**config.mk**
```make
export PLATFORM = sky130hd
export DESIGN_NAME = program_loader
export DESIGN_NICKNAME = d
export VERILOG_FILES = /design/src/rtl/loader_pkg.sv /design/src/rtl/word_assembler.sv /design/src/rtl/program_loader.sv
export SDC_FILE = /design/constraint.sdc
export NUM_CORES = 1
export LEC_CHECK = 0
export ABC_AREA = 1
export CAP_MARGIN = 20
export CORE_ASPECT_RATIO = 1.4
export CORE_MARGIN = 1.5
export CORE_UTILIZATION = 55
export DETAILED_ROUTE_END_ITERATION = 8
export MAX_ROUTING_LAYER = met4
export PLACE_DENSITY = 0.81
export RECOVER_POWER = 100
export SYNTH_ARGS = -nofsm -noshare
export SYNTH_HDL_FRONTEND = slang
export SYNTH_SLANG_ARGS = --single-unit
```
**constraint.sdc**
```tcl
create_clock -name clk -period 8.37 [get_ports clk]
set_clock_uncertainty 0.2 [all_clocks]
set_input_delay 0.837 -clock clk [delete_from_list [all_inputs] [get_ports clk]]
set_output_delay 0.837 -clock clk [all_outputs]
set_load 0.005 [all_outputs]
```
**src/rtl/loader_pkg.sv**
```systemverilog
// Shared constants and state encoding for the byte-stream program loader.
package loader_pkg;

  localparam logic [7:0]  HEADER_BYTE      = 8'hA5;
  localparam logic [31:0] DEFAULT_NOP_WORD = 32'h6800_0000;

  typedef enum logic [2:0] {
    IDLE  = 3'd0,
    COUNT = 3'd1,
    DATA  = 3'd2,
    CSUM  = 3'd3,
    FILL  = 3'd4,
    DONE  = 3'd5,
    ERR   = 3'd6
  } state_e;

endpackage

```
**src/rtl/word_assembler.sv**
```systemverilog
// Collects big-endian bytes into 32-bit words; word_valid_c marks the byte that completes a word.
module word_assembler (
  input  logic        clk,
  input  logic        reset,
  input  logic        clear_i,
  input  logic        byte_valid_i,
  input  logic [7:0]  byte_i,
  output logic [31:0] word_c,
  output logic        word_valid_c
);

  logic [23:0] sr_q, sr_d;
  logic [1:0]  cnt_q, cnt_d;

  always_comb begin
    sr_d  = sr_q;
    cnt_d = cnt_q;
    if (clear_i) begin
      sr_d  = '0;
      cnt_d = '0;
    end else if (byte_valid_i) begin
      sr_d  = {sr_q[15:0], byte_i};
      cnt_d = cnt_q + 2'd1;
    end
  end

  always_ff @(posedge clk or posedge reset) begin
    if (reset) begin
      sr_q  <= '0;
      cnt_q <= '0;
    end else begin
      sr_q  <= sr_d;
      cnt_q <= cnt_d;
    end
  end

  // The first byte received ends up in bits [31:24].
  assign word_c       = {sr_q, byte_i};
  assign word_valid_c = byte_valid_i && !clear_i && (cnt_q == 2'd3);

endmodule

```
**src/rtl/program_loader.sv**
```systemverilog
// Receives a framed program over a byte stream, writes it into instruction memory,
// pads the rest with NOPs and releases the core only after a verified load.
module program_loader
  import loader_pkg::*;
#(
  parameter int unsigned ADDR_W   = 6,
  parameter logic [31:0] NOP_WORD = DEFAULT_NOP_WORD
) (
  input  logic              clk,
  input  logic              reset,
  input  logic [7:0]        rx_data,
  input  logic              rx_valid,
  output logic              rx_ready,
  output logic              imem_we,
  output logic [ADDR_W-1:0] imem_addr,
  output logic [31:0]       imem_wdata,
  output logic              core_reset,
  output logic              done,
  output logic              err
);

  localparam int unsigned DEPTH = 1 << ADDR_W;
  localparam int unsigned CNT_W = ADDR_W + 1;
  localparam logic [ADDR_W-1:0] LAST_ADDR = '1;

  state_e            state_q, state_d;
  logic [CNT_W-1:0]  widx_q, widx_d;
  logic [CNT_W-1:0]  widx_inc;
  logic [CNT_W-1:0]  cnt_q, cnt_d;
  logic [7:0]        csum_q, csum_d;
  logic              we_q, we_d;
  logic [ADDR_W-1:0] addr_q, addr_d;
  logic [31:0]       wdata_q, wdata_d;
  logic              ready_q, ready_d;
  logic              core_reset_q, core_reset_d;
  logic              done_q, done_d;
  logic              err_q, err_d;

  logic              accept;
  logic [31:0]       word_c;
  logic              word_valid_c;

  assign accept   = rx_valid && ready_q;
  assign widx_inc = widx_q + CNT_W'(1);

  word_assembler u_asm (
    .clk          (clk),
    .reset        (reset),
    .clear_i      (state_q != DATA),
    .byte_valid_i (accept && (state_q == DATA)),
    .byte_i       (rx_data),
    .word_c       (word_c),
    .word_valid_c (word_valid_c)
  );

  // Next-state and registered-output computation.
  always_comb begin
    state_d = state_q;
    widx_d  = widx_q;
    cnt_d   = cnt_q;
    csum_d  = csum_q;
    we_d    = 1'b0;
    addr_d  = addr_q;
    wdata_d = wdata_q;

    case (state_q)
      IDLE, DONE, ERR: begin
        if (accept && (rx_data == HEADER_BYTE)) begin
          state_d = COUNT;
        end
      end

      COUNT: begin
        if (accept) begin
          if ((rx_data == 8'd0) || ({24'd0, rx_data} > DEPTH)) begin
            state_d = ERR;
          end else begin
            state_d = DATA;
            cnt_d   = CNT_W'(rx_data);
            widx_d  = '0;
            csum_d  = '0;
          end
        end
      end

      DATA: begin
        if (we_q) begin
          // Write cycle: advance to the next word slot, no byte taken.
          widx_d = widx_inc;
          if (widx_inc == cnt_q) begin
            state_d = CSUM;
          end
        end else if (accept) begin
          csum_d = csum_q + rx_data;
          if (word_valid_c) begin
            we_d    = 1'b1;
            addr_d  = widx_q[ADDR_W-1:0];
            wdata_d = word_c;
          end
        end
      end

      CSUM: begin
        if (accept) begin
          if (rx_data != csum_q) begin
            state_d = ERR;
          end else if (cnt_q == CNT_W'(DEPTH)) begin
            state_d = DONE;
          end else begin
            state_d = FILL;
            we_d    = 1'b1;
            addr_d  = cnt_q[ADDR_W-1:0];
            wdata_d = NOP_WORD;
          end
        end
      end

      FILL: begin
        if (addr_q == LAST_ADDR) begin
          state_d = DONE;
        end else begin
          we_d    = 1'b1;
          addr_d  = addr_q + ADDR_W'(1);
          wdata_d = NOP_WORD;
        end
      end

      default: begin
        state_d = IDLE;
      end
    endcase

    ready_d      = !we_d && (state_d != FILL);
    core_reset_d = (state_d != DONE);
    done_d       = (state_d == DONE);
    err_d        = (state_d == ERR);
  end

  always_ff @(posedge clk or posedge reset) begin
    if (reset) begin
      state_q      <= IDLE;
      widx_q       <= '0;
      cnt_q        <= '0;
      csum_q       <= '0;
      we_q         <= 1'b0;
      addr_q       <= '0;
      wdata_q      <= '0;
      ready_q      <= 1'b1;
      core_reset_q <= 1'b1;
      done_q       <= 1'b0;
      err_q        <= 1'b0;
    end else begin
      state_q      <= state_d;
      widx_q       <= widx_d;
      cnt_q        <= cnt_d;
      csum_q       <= csum_d;
      we_q         <= we_d;
      addr_q       <= addr_d;
      wdata_q      <= wdata_d;
      ready_q      <= ready_d;
      core_reset_q <= core_reset_d;
      done_q       <= done_d;
      err_q        <= err_d;
    end
  end

  assign rx_ready   = ready_q;
  assign imem_we    = we_q;
  assign imem_addr  = addr_q;
  assign imem_wdata = wdata_q;
  assign core_reset = core_reset_q;
  assign done       = done_q;
  assign err        = err_q;

endmodule

```
# Word level (Yosys, flattened, before mapping)
# Index checks and enable logic that the tools add are counted.
[op_classes] n_addsub=4 order_cmp=1 eq_ne=27 n_mux=47 bitwise=1 n_reduce_logical=19
[op_table] cell="$mux W32" count=7
[op_table] cell="$pmux W32 S3" count=1
[op_table] cell="$mux W24" count=2
[op_table] cell="$mux W6" count=7
[op_table] cell="$mux W8" count=4
[op_table] cell="$mux W3" count=7
[op_table] cell="$mux W7" count=3
[op_table] cell="$ne A2 B2 Y1 const B" count=9
[op_table] cell="$pmux W6 S3" count=1
[op_table] cell="$pmux W8 S2" count=1
[op_table] cell="$eq A3 B3 Y1 const B" count=5
[op_table] cell="$pmux W3 S5" count=1
[op_table] cell="$pmux W7 S2" count=1
[op_table] cell="$add A8 B8 Y8" count=1
[op_table] cell="$eq A8 B8 Y1 const B" count=1
[op_table] cell="$gt A8 B7 Y1 const B" count=1
[op_table] cell="$logic_not A8 Y1" count=1
[op_table] cell="$mux W1" count=8
[op_table] cell="$ne A8 B8 Y1" count=1
[op_table] cell="$reduce_and A8 Y1" count=1
[op_table] cell="$add A7 B1 Y7 const B" count=1
[op_table] cell="$eq A7 B7 Y1" count=1
[op_table] cell="$eq A7 B7 Y1 const B" count=1
[op_table] cell="$add A6 B1 Y6 const B" count=1
[op_table] cell="21 further kinds" count=32
[word_totals] reg_bits=94 input_bits=11 output_inout_bits=43 wordCells=112

# Depth between registers and ports, before layout
[depth] depth_word=10 mapped_depth=13 depth_no_buf=13

# Cells and area by module
# A second synthesis with hierarchy kept.
[hier_totals] cells_unflattened=608 hier_area_um2=4764.6
[by_module_without_submodules] module="program_loader" instances=1 cells_per_inst=483 area_per_inst_um2=3633.5 seq_area_each_um2=1704.1
[by_module_without_submodules] module="word_assembler" instances=1 cells_per_inst=125 area_per_inst_um2=1131.1 seq_area_each_um2=650.6

# Worst setup path before layout
# No wires, ideal clock.
[synth_path] path_type="input to register" from="in rx_data[5]" to="reg wdata_q[10], in the netlist imem_wdata[10]" setup_ps=118 t_arrival_ps=2124 required_time_ps=8052 setup_slack_ps=5928 cell_stages=13 n_path_buf=2 cell_sequence="ha_1 -> inv_1 -> nand2_1 -> nor2_1 -> nand2_1 -> nor2_1 -> nand4_1 -> nand2_2 -> inv_2 -> buf_6 -> buf_6 -> nand2_1 -> nand2_1"
[synth_via] elab_chain_len=3
[synth_lines] element="start, declared" line="program_loader.sv:11" rtl="input logic [7:0] rx_data,"
[synth_lines] element="$ne A8 B8 Y1" line="program_loader.sv:105" rtl="if (rx_data != csum_q) begin"
[synth_lines] element="$ne A2 B2 Y1 (no line)"
[synth_lines] element="$reduce_and A8 Y1 (no line)"
[synth_lines] element="end signal, assigned" line="program_loader.sv:159" rtl="wdata_q <= wdata_d;"
[synth_lines] element="end, declared" line="program_loader.sv:33" rtl="logic [31:0] wdata_q, wdata_d;"
# No other way between the ends.
# A chain may end at the register's enable or synchronous reset.

# Final worst setup path
[layout_path] from="in rx_data[1]" to="reg addr_q[1], in the netlist imem_addr[1]"
[layout_via] elab_chain_len=3
[layout_lines] element="$ne A8 B8 Y1" line="program_loader.sv:105"
[layout_lines] element="$ne A2 B2 Y1 (no line)"
[layout_lines] element="$reduce_and A8 Y1 (no line)"
[layout_lines] element="end signal, assigned" line="program_loader.sv:158" rtl="addr_q <= addr_d;"
[layout_lines] element="end, declared" line="program_loader.sv:32" rtl="logic [ADDR_W-1:0] addr_q, addr_d;"
# No other way between the ends.

==> metrics.md <==
| Metric | Value |
|---|---|
| FF-to-FF setup slack | `approximately 4600 ps` |
| Layer with the highest usage | `met2` |
| Num ports | `54` |
| 1st-iter DRT viols | `roughly 320` |
| Nets | `649` |
| Worst rel slew slack | `around an eighth` |
| Vias | `between 4k and 5k` |
| M2 GR Usage | `about 43%` |
| Post-CTS Resized | `0` |
| #FFs+latches synth | `94` |
| Area post-placement | `~5200 um2` |
| Crit Path Max Fanout | `around 40` |
| Grt ovf | `0` |
| # port buffers | `between 50 and 60` |
| Gr usage total | `about a quarter` |
| Synth area leaders | `dfrtp_1 50%, nand2_1 16%, nand3_1 7.1%, inv_1 5.4%, o21ai_0 3.9%` |
| Critical Path AT | `approximately 4500 ps` |
| Yosys top cell area share | `between 50% and 60%` |
| RSZ-0062 raised after global routing | `false` |
| HPWL after DPL | `~7.6 mm` |
| Dominant cell type by area after synthesis | `dfrtp_1` |
| Max_cap viols | `0` |
| Hold Fails Final Rpt | `0` |
| Post-synth ARST share | `100.0%` |
| Clk root buf | `clkbuf_16` |
| Synth top cells by count | `201 x nand2_1, 92 x dfrtp_1, 66 x inv_1` |
| # DRC | `0` |
| # diodes | `0` |
| Reg2Reg Capture Point | `imem_addr[1]` |
| CP endpoint kind | `register` |
| Core Footprint | `roughly 8100 um2` |
| Routability Congestion | `approximately 0.92` |
| Clock sinks | `94` |
| Vias in the first global route | `between 3k and 4k` |
| Setup crit end | `imem_addr[1]` |
| Postcts setup bufs | `0` |
| Post-route antenna net violation count | `0` |
| Final instance area | `about 5500 um2` |
| FF/Latch Area | `2355 um2` |
| Count leader, synth | `nand2_1` |
| Worst slew pin tran | `about 1300 ps` |
| Max IR drop VDD | `153.8 uV` |
| Gate power share | `32.2%` |
| Routed len/inst | `14.59 um` |
| Vias per cell | `around 5.5` |
| Initial antenna violation count | `0` |
| Met1 usage | `between 30% and 40%` |
| Final Cycle Share | `53.81%` |
| Ys flop type | `dfrtp_1` |
| Hold buffers post-CTS | `0` |
| Setup-failing EPs final | `0` |
| Pwr per Cell Area | `~280 nW/um2` |
| Die Y-Extent | `approximately 110 um` |
| Footprint of the multi-input gates | `~1900 um2` |
| Starting Density | `56.30%` |
| R2r startpoint | `csum_q[5]` |
| First-pass GRT wire length | `between 15 and 20 mm` |
| Number of flops mapped to enable cells by yosys | `0` |
| Critical path type | `input pin to register` |
| Int Power | `0.9639 mW` |
| Clock Power Share | `approximately 25%` |
| Reg2Reg Depth | `10` |
| WHS Path Cells | `2` |
| Fillers | `just over 700` |
| Drt first pass iters | `5` |
| TritonCTS clock tree | `done` |
| Psw | `0.5439 mW` |
| Leakage | `~2.9 nW` |
| Pin count of the biggest net entering global routing | `between 70 and 80` |
| Crit path time final | `roughly 4500 ps` |
| Critical path data required time | `~8400 ps` |
| F_max | `roughly 220 MHz` |
| Switching fraction of total power | `a little over a third` |
| Layout area overhead | `18.98%` |
| Row cnt | `39` |
| Sequential power share | `42.4%` |
| Worst hold-check path type | `register to register` |
| Slew Limit Fails | `0` |
| Post-Syn Instances | `between 500 and 600` |
| Routed WL | `roughly 11 mm` |
| Cts bufs inserted | `9` |
| Syn_nets | `599` |
| CTS H-tree lvls | `3` |
| Clock transition at the registers of the reported paths | `around 70 ps` |
| DIE AREA | `around 8900 um2` |
| Syn_area_per_cell | `around 8.0 um2` |
| Synth unique cells | `33` |
| Die X-Extent | `roughly 80 um` |
| Register area share after synthesis | `between 50% and 60%` |
| Synth Warn # | `0` |
| Area of the mapped netlist | `around 4600 um2` |
| Status | `complete, no violations` |
| Fraction of layout cells with a size suffix above 1 | `4.596%` |
| CP startpoint | `rx_data[1]` |
| Worst-skew pair later-pin latency | `approximately 340 ps` |
| Clock tree buffer depth | `2` |
| CP Launch Type | `input pin` |
| Final setup TNS | `0 ps` |
| Met3 GRT Util | `5.021%` |
==> through the flow <==
step / cells / worst slack, ps / power (mW) / hold slack (ps) / util [%]
after floorplan: 577 / 4888 / 0.9409 / 245.9 / -
after global placement: 717 / 4472 / 1.136 / 255.0 / 63.37
after detailed placement: 718 / 4418 / 1.153 / 258.0 / 63.70
after CTS: 733 / 4764 / 1.542 / 274.1 / 67.07
after global routing: 733 / 3449 / 1.607 / 286.7 / 66.99
final: 733 / 3866 / 1.508 / 266.4 / 66.99
==> critical path: stages <==
cell           delay, ps
dlygate4sd3_1        720
ha_1                 300
nor3_1               170
nand2_1               80
nor2_1               130
nand4_1              100
nand2_1              920
inv_1                860
o21ai_0              390
==> power groups by stage <==
stage / clock network [mW] / logic [mW] / registers [mW]
3_3_place_gp: 0 / 0.492 / 0.644
6_report: 0.383 / 0.485 / 0.640
3_5_place_dp: 0 / 0.505 / 0.648
4_1_cts: 0.390 / 0.510 / 0.642
2_1_floorplan: 0 / 0.305 / 0.636
5_1_grt: 0.407 / 0.546 / 0.654
==> routing by layer <==
metal  vias to the layer above  wire, um  share of wire (%)
met5                         -         0                  0
met4                         0       234                2.2
met3                        19       429                4.0
met2                       129      5531                 52
met1                      1909      4501                 42
li1                       1958         -                  -
==> sequential cells by signal, indices dropped and copies added, names as in the netlist, 2 cells and up <==
register	flops
state_q	3
csum_q	8
imem_addr	6
imem_wdata	32
widx_q	7
u_asm.cnt_q	2
cnt_q	7
u_asm.sr_q	24
==> logic make-up (layout without fill, tap and decap cells) <==
| logic type | count (synthesis) | after routing | synth area share, % |
|---|---|---|---|
| adders and majority gates | 11 | 11 | 3.163 |
| DFF | 94 | 94 | 51.32 |
| xor gates and xnor gates | 1 | 1 | 0.1909 |
| AOI/OAI and AO/OA | 68 | 68 | 8.263 |
| buffers and inverters | 85 | 139 | 7.636 |
| and+or+nand+nor | 318 | 318 | 29.42 |
==> worst min-delay path by stage <==
stage	startpoint	end	slack, ps
2_1_floorplan	csum_q[0]	csum_q[0]	250
3_3_place_gp	imem_wdata[27]	imem_wdata[27]	250
3_5_place_dp	imem_wdata[29]	imem_wdata[29]	260
4_1_cts	imem_wdata[29]	imem_wdata[29]	270
5_1_grt	imem_wdata[30]	imem_wdata[30]	290
6_report	imem_wdata[29]	imem_wdata[29]	270
==> cell usage in the layout (no fill, tap or decap), drive strengths merged, types with 2 or more instances in the layout <==
master,instances
nand4,3
nor3b,2
clkinv,3
dfrtp,92
clkbuf,12
or2,3
inv,69
nand2,205
clkdlybuf4s50,7
nand3,65
nor3,7
ha,10
o22ai,19
dfstp,2
nor2,29
dlygate4sd3,46
a31oi,2
o21ai,37
and2,2
a21oi,6
==> final cells by class <==
type / count / share of cell area, %
sequential: 94 / 43.14
clock buffer: 11 / 4.446
tap: 102 / 2.338
clock inverter: 4 / 0.5730
timing repair buffer: 55 / 10.29
inverter: 69 / 4.767
multi-input combinational: 398 / 34.45
Note: power is estimated with default switching activity, not from simulation.
